`src/rtl/spi_arbiter.sv`:
```
// Round-robin arbiter handing exclusive ownership of the SPI data/queue fifos
// (via spi_mux) to one of eight requesters, with a watchdog for stuck owners.
module spi_arbiter #(
  parameter int NUM_REQ      = 8,
  parameter int SEL_W        = 3,
  parameter int HOLD_TIMEOUT = 1024,
  parameter int TO_W         = 10
) (
  input  logic               clk,
  input  logic               rst,
  input  logic               enable_i,
  input  logic [NUM_REQ-1:0] req_i,
  input  logic [NUM_REQ-1:0] done_i,
  input  logic               spi_idle_i,
  output logic [NUM_REQ-1:0] grant_o,
  output logic [SEL_W-1:0]   mux_select_o,
  output logic               mux_enable_o,
  output logic               busy_o,
  output logic               timeout_o,
  output logic [SEL_W-1:0]   timeout_id_o
);

  typedef enum logic [1:0] {IDLE, GRANT, DRAIN, RELEASE} state_t;

  state_t             state, state_next;
  logic [SEL_W-1:0]   sel, sel_next;
  logic [SEL_W-1:0]   rr_last, rr_last_next;
  logic [SEL_W-1:0]   timeout_id, timeout_id_next;
  logic [TO_W-1:0]    wd, wd_next;
  logic               timeout, timeout_next;
  logic [NUM_REQ-1:0] req_q;
  logic               en_q;
  logic               found;
  logic [SEL_W-1:0]   pick;
  logic [SEL_W-1:0]   idx;
  logic               wd_max;

  // Arbitration looks at the request/enable sampled one edge earlier.
  always_ff @(posedge clk) begin
    if (!rst) begin
      state      <= IDLE;
      sel        <= '0;
      rr_last    <= SEL_W'(NUM_REQ - 1);
      timeout_id <= '0;
      wd         <= '0;
      timeout    <= 1'b0;
      req_q      <= '0;
      en_q       <= 1'b0;
    end else begin
      state      <= state_next;
      sel        <= sel_next;
      rr_last    <= rr_last_next;
      timeout_id <= timeout_id_next;
      wd         <= wd_next;
      timeout    <= timeout_next;
      req_q      <= req_i;
      en_q       <= enable_i;
    end
  end

  // First requester after the last owner, wrapping; i=NUM_REQ revisits rr_last itself.
  always_comb begin
    found = 1'b0;
    pick  = rr_last;
    idx   = rr_last;
    for (int i = 1; i <= NUM_REQ; i++) begin
      idx = rr_last + SEL_W'(i);
      if (!found && req_q[idx]) begin
        found = 1'b1;
        pick  = idx;
      end
    end
  end

  assign wd_max = (wd == TO_W'(HOLD_TIMEOUT - 1));

  always_comb begin
    state_next      = state;
    sel_next        = sel;
    rr_last_next    = rr_last;
    timeout_id_next = timeout_id;
    wd_next         = wd;
    timeout_next    = 1'b0;
    case (state)
      IDLE: begin
        if (en_q && found) begin
          sel_next   = pick;
          wd_next    = '0;
          state_next = GRANT;
        end
      end
      GRANT: begin
        // Saturate so a late done cannot wrap the counter while draining.
        if (!wd_max) wd_next = wd + TO_W'(1);
        if (done_i[sel]) begin
          state_next = DRAIN;
        end else if (!req_i[sel]) begin
          state_next = RELEASE;
        end else if (wd_max) begin
          timeout_next    = 1'b1;
          timeout_id_next = sel;
          state_next      = RELEASE;
        end
      end
      DRAIN: begin
        if (!wd_max) wd_next = wd + TO_W'(1);
        if (spi_idle_i) begin
          state_next = RELEASE;
        end else if (wd_max) begin
          timeout_next    = 1'b1;
          timeout_id_next = sel;
          state_next      = RELEASE;
        end
      end
      RELEASE: begin
        rr_last_next = sel;
        wd_next      = '0;
        state_next   = IDLE;
      end
      default: state_next = IDLE;
    endcase
  end

  assign grant_o      = (state == GRANT) ? (NUM_REQ'(1) << sel) : '0;
  assign mux_select_o = sel;
  assign mux_enable_o = (state == GRANT) || (state == DRAIN);
  assign busy_o       = (state != IDLE);
  assign timeout_o    = timeout;
  assign timeout_id_o = timeout_id;

endmodule

```
`config.mk`:
```
export PLATFORM = sky130hd
export DESIGN_NAME = spi_arbiter
export DESIGN_NICKNAME = d
export VERILOG_FILES = /design/src/rtl/spi_arbiter.sv
export SDC_FILE = /design/constraint.sdc
export NUM_CORES = 1
export LEC_CHECK = 0
export CAP_MARGIN = 20
export CORE_MARGIN = 2
export CORE_UTILIZATION = 51
export DETAILED_ROUTE_END_ITERATION = 7
export DONT_BUFFER_PORTS = 1
export GPL_TIMING_DRIVEN = 1
export PLACE_DENSITY = 0.76
export SETUP_SLACK_MARGIN = 0.3
export SYNTH_ARGS = -nofsm -noshare
export SYNTH_HDL_FRONTEND = slang
export SYNTH_SLANG_ARGS = --single-unit
```
`constraint.sdc`:
```
create_clock -name clk -period 4.7 [get_ports clk]
set_clock_uncertainty 0.1 [all_clocks]
set_input_delay 0.94 -clock clk [delete_from_list [all_inputs] [get_ports clk]]
set_output_delay 0.94 -clock clk [all_outputs]
set_load 0.01 [all_outputs]
```
==> impl_metrics.json, run 1 <==
{
  "crit_path_max_incr_delay_ps": 620,
  "top_layer": "met4",
  "grt_max_degree": 26,
  "placed_area_um2": 2380,
  "max_freq_mhz": 288,
  "clk_pin_slew_ps": 70,
  "insertion_delay_ps": 280,
  "design_area_um2": 2490,
  "core_um2": 4410,
  "diodes": 0,
  "vdd_drop_max_uv": 204,
  "final_cell_mix": "31 x dfxtp_1, 26 x nand2_1, 25 x nor2_1, 16 x inv_1, 14 x mux4_2",
  "cts_setup_buffers": 0,
  "grt_use_total": 0.197,
  "setup_viol": 0,
  "status": "complete, no violations",
  "utilization": 0.565,
  "drt_iter0_markers": 106,
  "portBuffers": 0,
  "cts_buffer_depth": 2,
  "slew_headroom": 0.393,
  "grt_pass1_vias": 1829,
  "rsz0062_at_grt": "false",
  "worstMarginPinSlew_ps": 903,
  "holdWs_ps": 423,
  "cts_buffers": 5,
  "yosysWarnings": 0,
  "endpoint_kind": "flip-flop",
  "syn_to_final_growth_pct": 4.78,
  "start_util": 0.539,
  "clockPowerShare": 0.375,
  "hold_path_class": "reg2reg",
  "crit_buf_inv": 1,
  "dieHeight_um": 72.3,
  "io-pin-count": 37,
  "ys_ff_latch": 31,
  "synth_nets": 286,
  "cp_slowest_cell": "dfxtp_1",
  "rows": 24,
  "syn_area_um2": 2380,
  "synth_edf_count": 0,
  "fill_cells": 387,
  "wire_per_inst_um": 15.7,
  "firstDrtPassIters": 4,
  "dieWidth_um": 72.3,
  "seq_power_share": 0.407,
  "tns_ps": 0,
  "crit_family": "multiplexers",
  "hold_viol_final": 0,
  "finalCritPeriodShare": 0.738,
  "swShare": 0.289,
  "routed_via_density": 6.04,
  "place_congestion": 0.858,
  "critPathArrivalTime_ps": 3530,
  "final_common_cell": "dfxtp_1",
  "cts_sinks": 31,
  "post_cts_resized": 0,
  "drv_slew": 0,
  "cts.htree.levels": 2,
  "max_cap_viol_count": 0,
  "ant_nets": 0,
  "worstPathCellList": "inv_1 -> ha_1 -> mux4_2 -> mux2i_2 -> nand4_1 -> o221ai_2 -> nor3_1 -> xnor2_1 -> nor2_1",
  "vias": 1861,
  "dp_hpwl_um": 3700,
  "antenna_found_initial": 0,
  "worstPathRequired_ps": 4760,
  "drive_gt1_frac": 0.145,
  "async_reset_ff_frac": 0,
  "start_kind": "flip-flop",
  "p_int_uw": 512,
  "die-area_um2": 5230,
  "holdBufCountCts": 0,
  "ys.flop_type": "dfxtp_1",
  "syn_area_per_cell_um2": 9.23,
  "drc": 0,
  "synth_cell_type_count": 55,
  "fin_crit_ps": 3470,
  "p_comb_frac": 0.217,
  "cts_tree": "yes",
  "power_density_nw_per_um2": 289,
  "wl_met3_um": 281,
  "path_class": "reg2reg",
  "leakage_uw": 0.000939,
  "met1_length_um": 2220,
  "grt_pass1_wl_um": 8220,
  "path_max_fanout": 12,
  "p_switching_uw": 208,
  "synth.yosys.seq_area_share": 0.261,
  "wl_met2_um": 2300,
  "postSynthCellCount": 258,
  "nNetsFinal": 283,
  "clock-root-buffer": "clkbuf_8",
  "routed_wl_um": 4850,
  "grt_overflow_total": 0
}
routing by layer:
metal	GRT usage	vias to the layer above
met5	0	-
met4	0.0440	0
met3	0.0528	6
met2	0.330	52
met1	0.255	883
li1	-	920
worst paths after layout:
path | from | end | slack (ps) | depth (start not counted)
max | rr_last[0] | wd[9] | 1230 | 9
min reg2reg | wd[7] | wd[7] | 420 | 2
max reg2reg | rr_last[0] | wd[9] | 1230 | 9
min | wd[7] | wd[7] | 420 | 2
synthesized netlist by cell type (all sizes together), types with 8 or more instances:
cell type	count	area (um2)
and2	11	68.8
nand2	27	104
a21oi	11	55.1
nor2	26	100
mux4	15	342
dfxtp	31	621
nor3	11	55.1
xnor2	10	87.6
ha	8	100
inv	16	60.1
o21ai	9	45.0
mux2i	18	225
worst min-delay path, delay by kind of cell (launching register included):
kind,cells,cell delay (ps)
xor gates and xnor gates,1,70
DFF,1,350
and+or+nand+nor,1,70
power groups by stage:
| stage | registers [uW] | logic, uW | clock network [uW] |
|---|---|---|---|
| global route | 295 | 175 | 284 |
| global placement | 298 | 154 | 0 |
| detailed placement | 299 | 155 | 0 |
| CTS | 293 | 156 | 274 |
| floorplan | 289 | 143 | 0 |
| finish | 293 | 157 | 270 |
logic make-up (layout without fill, tap and decap cells):
logic type / Yosys count / count (layout) / synth area share
and+or+nand+nor: 100 / 100 / 0.207
xor gates and xnor gates: 13 / 13 / 0.0541
AOI/OAI and AO/OA: 45 / 45 / 0.136
adders and majority gates: 8 / 8 / 0.0420
DFF: 31 / 31 / 0.261
muxes: 34 / 34 / 0.243
buffers and inverters: 27 / 25 / 0.0573
flip-flops by register name, summed over array words and instances, names as in the netlist:
signal        count
rr_last           3
req_q             8
state             2
en_q              1
wd               10
timeout_id_o      3
mux_select_o      3
timeout_o         1
final cells by class:
class	count	area (um2)	area share
Clock buffer	6	82.6	0.0331
Multi-Input combinational cell	200	1620	0.651
Clock inverter	2	35.0	0.0140
Inverter	16	60.1	0.0241
Sequential cell	31	621	0.249
Timing Repair Buffer	1	7.51	0.00301
Tap cell	52	65.1	0.0261
stage by stage:
| step | cells | total power (uW) | setup slack [ps] |
|---|---|---|---|
| floorplan | 258 | 432 | 1910 |
| global placement | 300 | 451 | 1280 |
| detailed placement | 300 | 454 | 1230 |
| CTS | 308 | 723 | 1210 |
| global route | 308 | 753 | 869 |
| finish | 308 | 720 | 1230 |
Note: power is estimated with default switching activity, not from simulation.
==> run 2: changes to the inputs <==
--- a/config.mk
+++ b/config.mk
@@ -11,7 +11,7 @@
 export DETAILED_ROUTE_END_ITERATION = 7
 export DONT_BUFFER_PORTS = 1
 export GPL_TIMING_DRIVEN = 1
-export PLACE_DENSITY = 0.76
+export PLACE_DENSITY = 0.79
 export SETUP_SLACK_MARGIN = 0.3
 export SYNTH_ARGS = -nofsm -noshare
 export SYNTH_HDL_FRONTEND = slang
==> constraint.sdc (replaced) <==
create_clock -name clk -period 2.9 [get_ports clk]
set_clock_uncertainty 0.1 [all_clocks]
set_input_delay 0.58 -clock clk [delete_from_list [all_inputs] [get_ports clk]]
set_output_delay 0.58 -clock clk [all_outputs]
set_load 0.01 [all_outputs]
==> impl_metrics.json, run 2 (same netlist as run 1, synthesis figures left out) <==
{
  "drv_slew": 0,
  "cts_buffers": 5,
  "clockPowerShare": 0.348,
  "dieHeight_um": 72.3,
  "slew_headroom": 0.656,
  "startpoint": "rr_last[0]",
  "worstPathCellList": "clkinvlp_4 -> ha_4 -> buf_6 -> mux4_2 -> mux2i_4 -> nand4_1 -> buf_4 -> o221ai_4 -> nor4_1 -> xnor2_1 -> nor2_1",
  "grt_pass1_wl_um": 9270,
  "grt_use_total": 0.229,
  "clock-root-buffer": "clkbuf_8",
  "grt_overflow_total": 0,
  "rsz0062_at_grt": "true",
  "start_kind": "flip-flop",
  "worstPathRequired_ps": 2990,
  "dp_hpwl_um": 3800,
  "utilization": 0.652,
  "max_freq_mhz": 363,
  "reg.largest.list": "wd (10), req_q (8)",
  "vdd_drop_max_uv": 293,
  "path_max_fanout": 6,
  "largest_register_ffs": 10,
  "cts_sinks": 31,
  "antenna_found_initial": 0,
  "endpoint_kind": "flip-flop",
  "diodes": 0,
  "grt_max_degree": 26,
  "routed_via_density": 6.25,
  "swShare": 0.310,
  "io-pin-count": 37,
  "portBuffers": 0,
  "drt_iter0_markers": 161,
  "dieWidth_um": 72.3,
  "vias": 2082,
  "fin_crit_ps": 2750,
  "rows": 24,
  "setup_viol": 0,
  "max_cap_viol_count": 0,
  "dp_worst_setup_slack_ps": 151,
  "grt_pass1_vias": 2016,
  "cp_slowest_cell": "mux4_2",
  "firstDrtPassIters": 4,
  "drc": 0,
  "nNetsFinal": 308,
  "cts_buffer_depth": 2,
  "power_density_nw_per_um2": 444,
  "routed_wl_um": 6060,
  "status": "complete, no violations",
  "hold_path_class": "in2reg",
  "die-area_um2": 5230,
  "start_util": 0.539,
  "final_common_cell": "dfxtp_1",
  "syn_to_final_growth_pct": 21.0,
  "p_comb_frac": 0.283,
  "drive_gt1_frac": 0.299,
  "worst_slack_ps": 147,
  "place_congestion": 0.901,
  "crit_path_max_incr_delay_ps": 380,
  "ant_nets": 0,
  "insertion_delay_ps": 300,
  "hold_viol_final": 0,
  "r2r-start": "rr_last[0]",
  "path_class": "reg2reg",
  "hold_start": "rst",
  "worstMarginPinSlew_ps": 516,
  "dp_cells": 305,
  "wire_per_inst_um": 18.2,
  "core_um2": 4410,
  "clk_pin_slew_ps": 70,
  "leakage_uw": 0.00107,
  "cts.htree.levels": 2,
  "p_int_uw": 882,
  "final_cell_mix": "30 x dfxtp_1, 26 x nand2_1, 21 x buf_4, 19 x nor2_1",
  "p_switching_uw": 396,
  "seq_power_share": 0.369,
  "finalCritPeriodShare": 0.949,
  "top_register": "wd",
  "critPathArrivalTime_ps": 2840,
  "layout.cells.non_filler": 333,
  "cts_tree": "yes"
}
## run 2: cell count changes in the layout (fill, tap and decap cells not counted), sizes merged
cell / delta
buf: +24
clkinvlp: +1
inv: -1
o221ai: +1
## run 2: layer usage
layer  global-route usage  vias to the layer above  routed length [um]  part of all wire
met4                0.103                        0                 185             0.031
met5                    0                        -                   0                 0
met1                0.283                      989                2450              0.40
li1                     -                      975                   -                 -
met3               0.0514                       18                 412             0.068
met2                0.382                      100                3010              0.50
## run 2: worst max-delay path: cells and delay by family, from the launching register on
family	cells	cell delay [ps]
multiplexers	2	620
buffers and inverters	3	450
AND/OR/NAND/NOR	3	420
flip-flops	1	350
adder cells (fa/ha/maj)	1	310
AO/OA/AOI/OAI	1	230
XOR/XNOR	1	150
## run 2: power groups by stage
stage / clock (uW) / sequential, uW / combinational, uW
2_1_floorplan: 0 / 468 / 238
3_3_place_gp: 0 / 479 / 259
3_5_place_dp: 0 / 479 / 264
4_1_cts: 450 / 471 / 311
5_1_grt: 467 / 476 / 387
6_report: 445 / 472 / 361
## run 2: cell type report
type                    count  area [um2]
flip-flops and latches     31         622
repair buffers             25         211
fillers                   325        1530
inverters                  16        63.8
clock inverters             2        35.0
clock buffers               6        82.6
multi-input cells         201        1800
well taps                  52        65.1
## run 2: what timing repair did
action	in CTS	in global routing
pin swaps	9	23
buffers inserted	11	8
gates resized for setup	17	16
hold buffers	0	0
cloned	1	0
endpoints found under the setup margin	11	15
## run 2: worst paths after layout
path	endpoint	slack, ps	depth (start not counted)
setup / recovery	wd[8]	150	11
hold / removal	rr_last[2]	250	1
setup reg to reg	wd[8]	150	11
hold reg to reg	wd[9]	450	2
## run 2: stage by stage
step | setup TNS [ps] | hold WS (ps) | area, um2 | power, uW
2_1_floorplan | 0 | 399 | 2410 | 706
3_3_place_gp | 0 | 411 | 2440 | 738
3_5_place_dp | 0 | 430 | 2440 | 743
4_1_cts | 0 | 243 | 2740 | 1230
5_1_grt | -2.34 | 255 | 2880 | 1330
6_report | 0 | 249 | 2880 | 1280
==> run 3: changes to the inputs <==
--- a/config.mk
+++ b/config.mk
@@ -8,10 +8,12 @@
 export CAP_MARGIN = 20
 export CORE_MARGIN = 2
 export CORE_UTILIZATION = 51
+export CTS_CLUSTER_SIZE = 12
 export DETAILED_ROUTE_END_ITERATION = 7
 export DONT_BUFFER_PORTS = 1
 export GPL_TIMING_DRIVEN = 1
 export PLACE_DENSITY = 0.79
+export REMOVE_ABC_BUFFERS = 1
 export SETUP_SLACK_MARGIN = 0.3
 export SYNTH_ARGS = -nofsm -noshare
 export SYNTH_HDL_FRONTEND = slang
==> impl_metrics.json, run 3 (same netlist as run 1, synthesis figures left out) <==
{
  "wire_per_inst_um": 16.2,
  "rsz0062_at_grt": "true",
  "critPathArrivalTime_ps": 2730,
  "largest_register_ffs": 10,
  "endpoint_kind": "flip-flop",
  "worstMarginPinSlew_ps": 480,
  "max_cap_viol_count": 0,
  "drive_gt1_frac": 0.244,
  "diodes": 0,
  "max_freq_mhz": 384,
  "reg.largest.list": "wd (10), req_q (8)",
  "ant_nets": 0,
  "vias": 2010,
  "utilization": 0.619,
  "core_um2": 4410,
  "slew_headroom": 0.680,
  "r2r-end": "mux_select_o[2]",
  "grt_use_total": 0.213,
  "path_class": "reg2reg",
  "dieWidth_um": 72.3,
  "firstDrtPassIters": 4,
  "io-pin-count": 37,
  "dieHeight_um": 72.3,
  "clock-root-buffer": "clkbuf_8",
  "cts_buffers": 5,
  "grt_max_degree": 26,
  "clockPowerShare": 0.323,
  "cts.htree.levels": 2,
  "swShare": 0.309,
  "multi_input_area_um2": 1720,
  "fill_cells": 336,
  "die-area_um2": 5230,
  "drc": 0,
  "start_util": 0.539,
  "top_register": "wd",
  "setup_viol": 0,
  "nNetsFinal": 302,
  "power_density_nw_per_um2": 426,
  "antenna_found_initial": 0,
  "seq_power_share": 0.407,
  "vdd_drop_max_uv": 329,
  "cts_tree": "yes",
  "cts_sinks": 31,
  "hold_path_class": "in2reg",
  "dp_hpwl_um": 3740,
  "syn_to_final_growth_pct": 14.7,
  "cp-endpoint": "mux_select_o[2]",
  "final_cell_mix": "28 x dfxtp_1, 26 x nand2_1, 25 x nor2_1, 17 x buf_4",
  "rows": 24,
  "grt_overflow_total": 0,
  "path_max_fanout": 6,
  "drt_iter0_markers": 106,
  "reg2reg_depth": 12,
  "clk_pin_slew_ps": 60,
  "startpoint": "rr_last[0]",
  "insertion_delay_ps": 290,
  "cts_buffer_depth": 2,
  "p_comb_frac": 0.270,
  "place_congestion": 0.913,
  "worstPathRequired_ps": 3030,
  "hold_viol_final": 0,
  "grt_pass1_wl_um": 8710,
  "start_kind": "flip-flop",
  "routed_wl_um": 5290,
  "grt_pass1_vias": 1971,
  "p_int_uw": 804,
  "leakage_uw": 0.00101,
  "final_common_cell": "dfxtp_1",
  "r2r_slack_ps": 300,
  "routed_via_density": 6.15,
  "finalCritPeriodShare": 0.898,
  "ff_latch_area_um2": 624,
  "status": "complete, no violations",
  "drv_slew": 0,
  "r2r-start": "rr_last[0]",
  "p_switching_uw": 360,
  "fin_crit_ps": 2600,
  "holdWs_ps": 266,
  "portBuffers": 0
}
-- run 3: stage by stage --
| stage | instances | setup WS (ps) | cell area, um2 | total power [uW] | setup TNS [ps] |
|---|---|---|---|---|---|
| 2_1_floorplan | 247 | -178 | 2300 | 686 | -1910 |
| 3_3_place_gp | 306 | 188 | 2420 | 732 | 0 |
| 3_5_place_dp | 306 | 104 | 2420 | 737 | 0 |
| 4_1_cts | 318 | 333 | 2600 | 1130 | 0 |
| 5_1_grt | 327 | 178 | 2730 | 1220 | 0 |
| 6_report | 327 | 296 | 2730 | 1160 | 0 |
-- run 3: worst min-delay path by stage --
stage,endpoint,depth (start not counted),start
floorplan,wd[9],2,wd[9]
global placement,wd[8],2,wd[8]
detailed placement,wd[6],2,wd[6]
CTS,rr_last[2],1,rst
global route,rr_last[2],1,rst
finish,rr_last[2],1,rst
-- run 3: critical path: stages (launching register included) --
cell      delay, ps
dfxtp_2         330
inv_1            70
ha_4            310
buf_6           130
mux2i_1          70
mux4_2          500
o211a_1         140
a211oi_2        300
buf_4           170
buf_4            90
a22oi_1          70
o31ai_2          70
o221a_1         200
-- run 3: what timing repair did --
item | 4_1_cts | 5_1_grt
gates resized for setup | 9 | 14
setup buffers | 4 | 9
gates cloned | 0 | 0
hold buffers | 0 | 0
pin swaps | 2 | 8
endpoints found under the setup margin | 12 | 16
-- run 3: final cells by class --
cell class | instances | share of cell area
Inverter | 16 | 0.0220
Sequential cell | 31 | 0.229
Multi-Input combinational cell | 200 | 0.631
Clock buffer | 7 | 0.0353
Tap cell | 52 | 0.0238
Timing Repair Buffer | 20 | 0.0568
Clock inverter | 1 | 0.00275
-- run 3: power by group through the flow --
stage / Sequential (uW) / Combinational, uW / Clock, uW
global placement: 481 / 252 / 0
detailed placement: 481 / 256 / 0
global route: 477 / 340 / 403
floorplan: 475 / 211 / 0
CTS: 472 / 274 / 384
finish: 474 / 314 / 376
-- run 3: per-layer routing --
metal	global-route usage	part of all wire	wire length, um	vias to the layer above
li1	-	-	-	958
met1	0.267	0.42	2230	958
met2	0.352	0.49	2610	85
met3	0.0500	0.068	359	9
met4	0.0881	0.018	95	0
met5	0	0	0	-
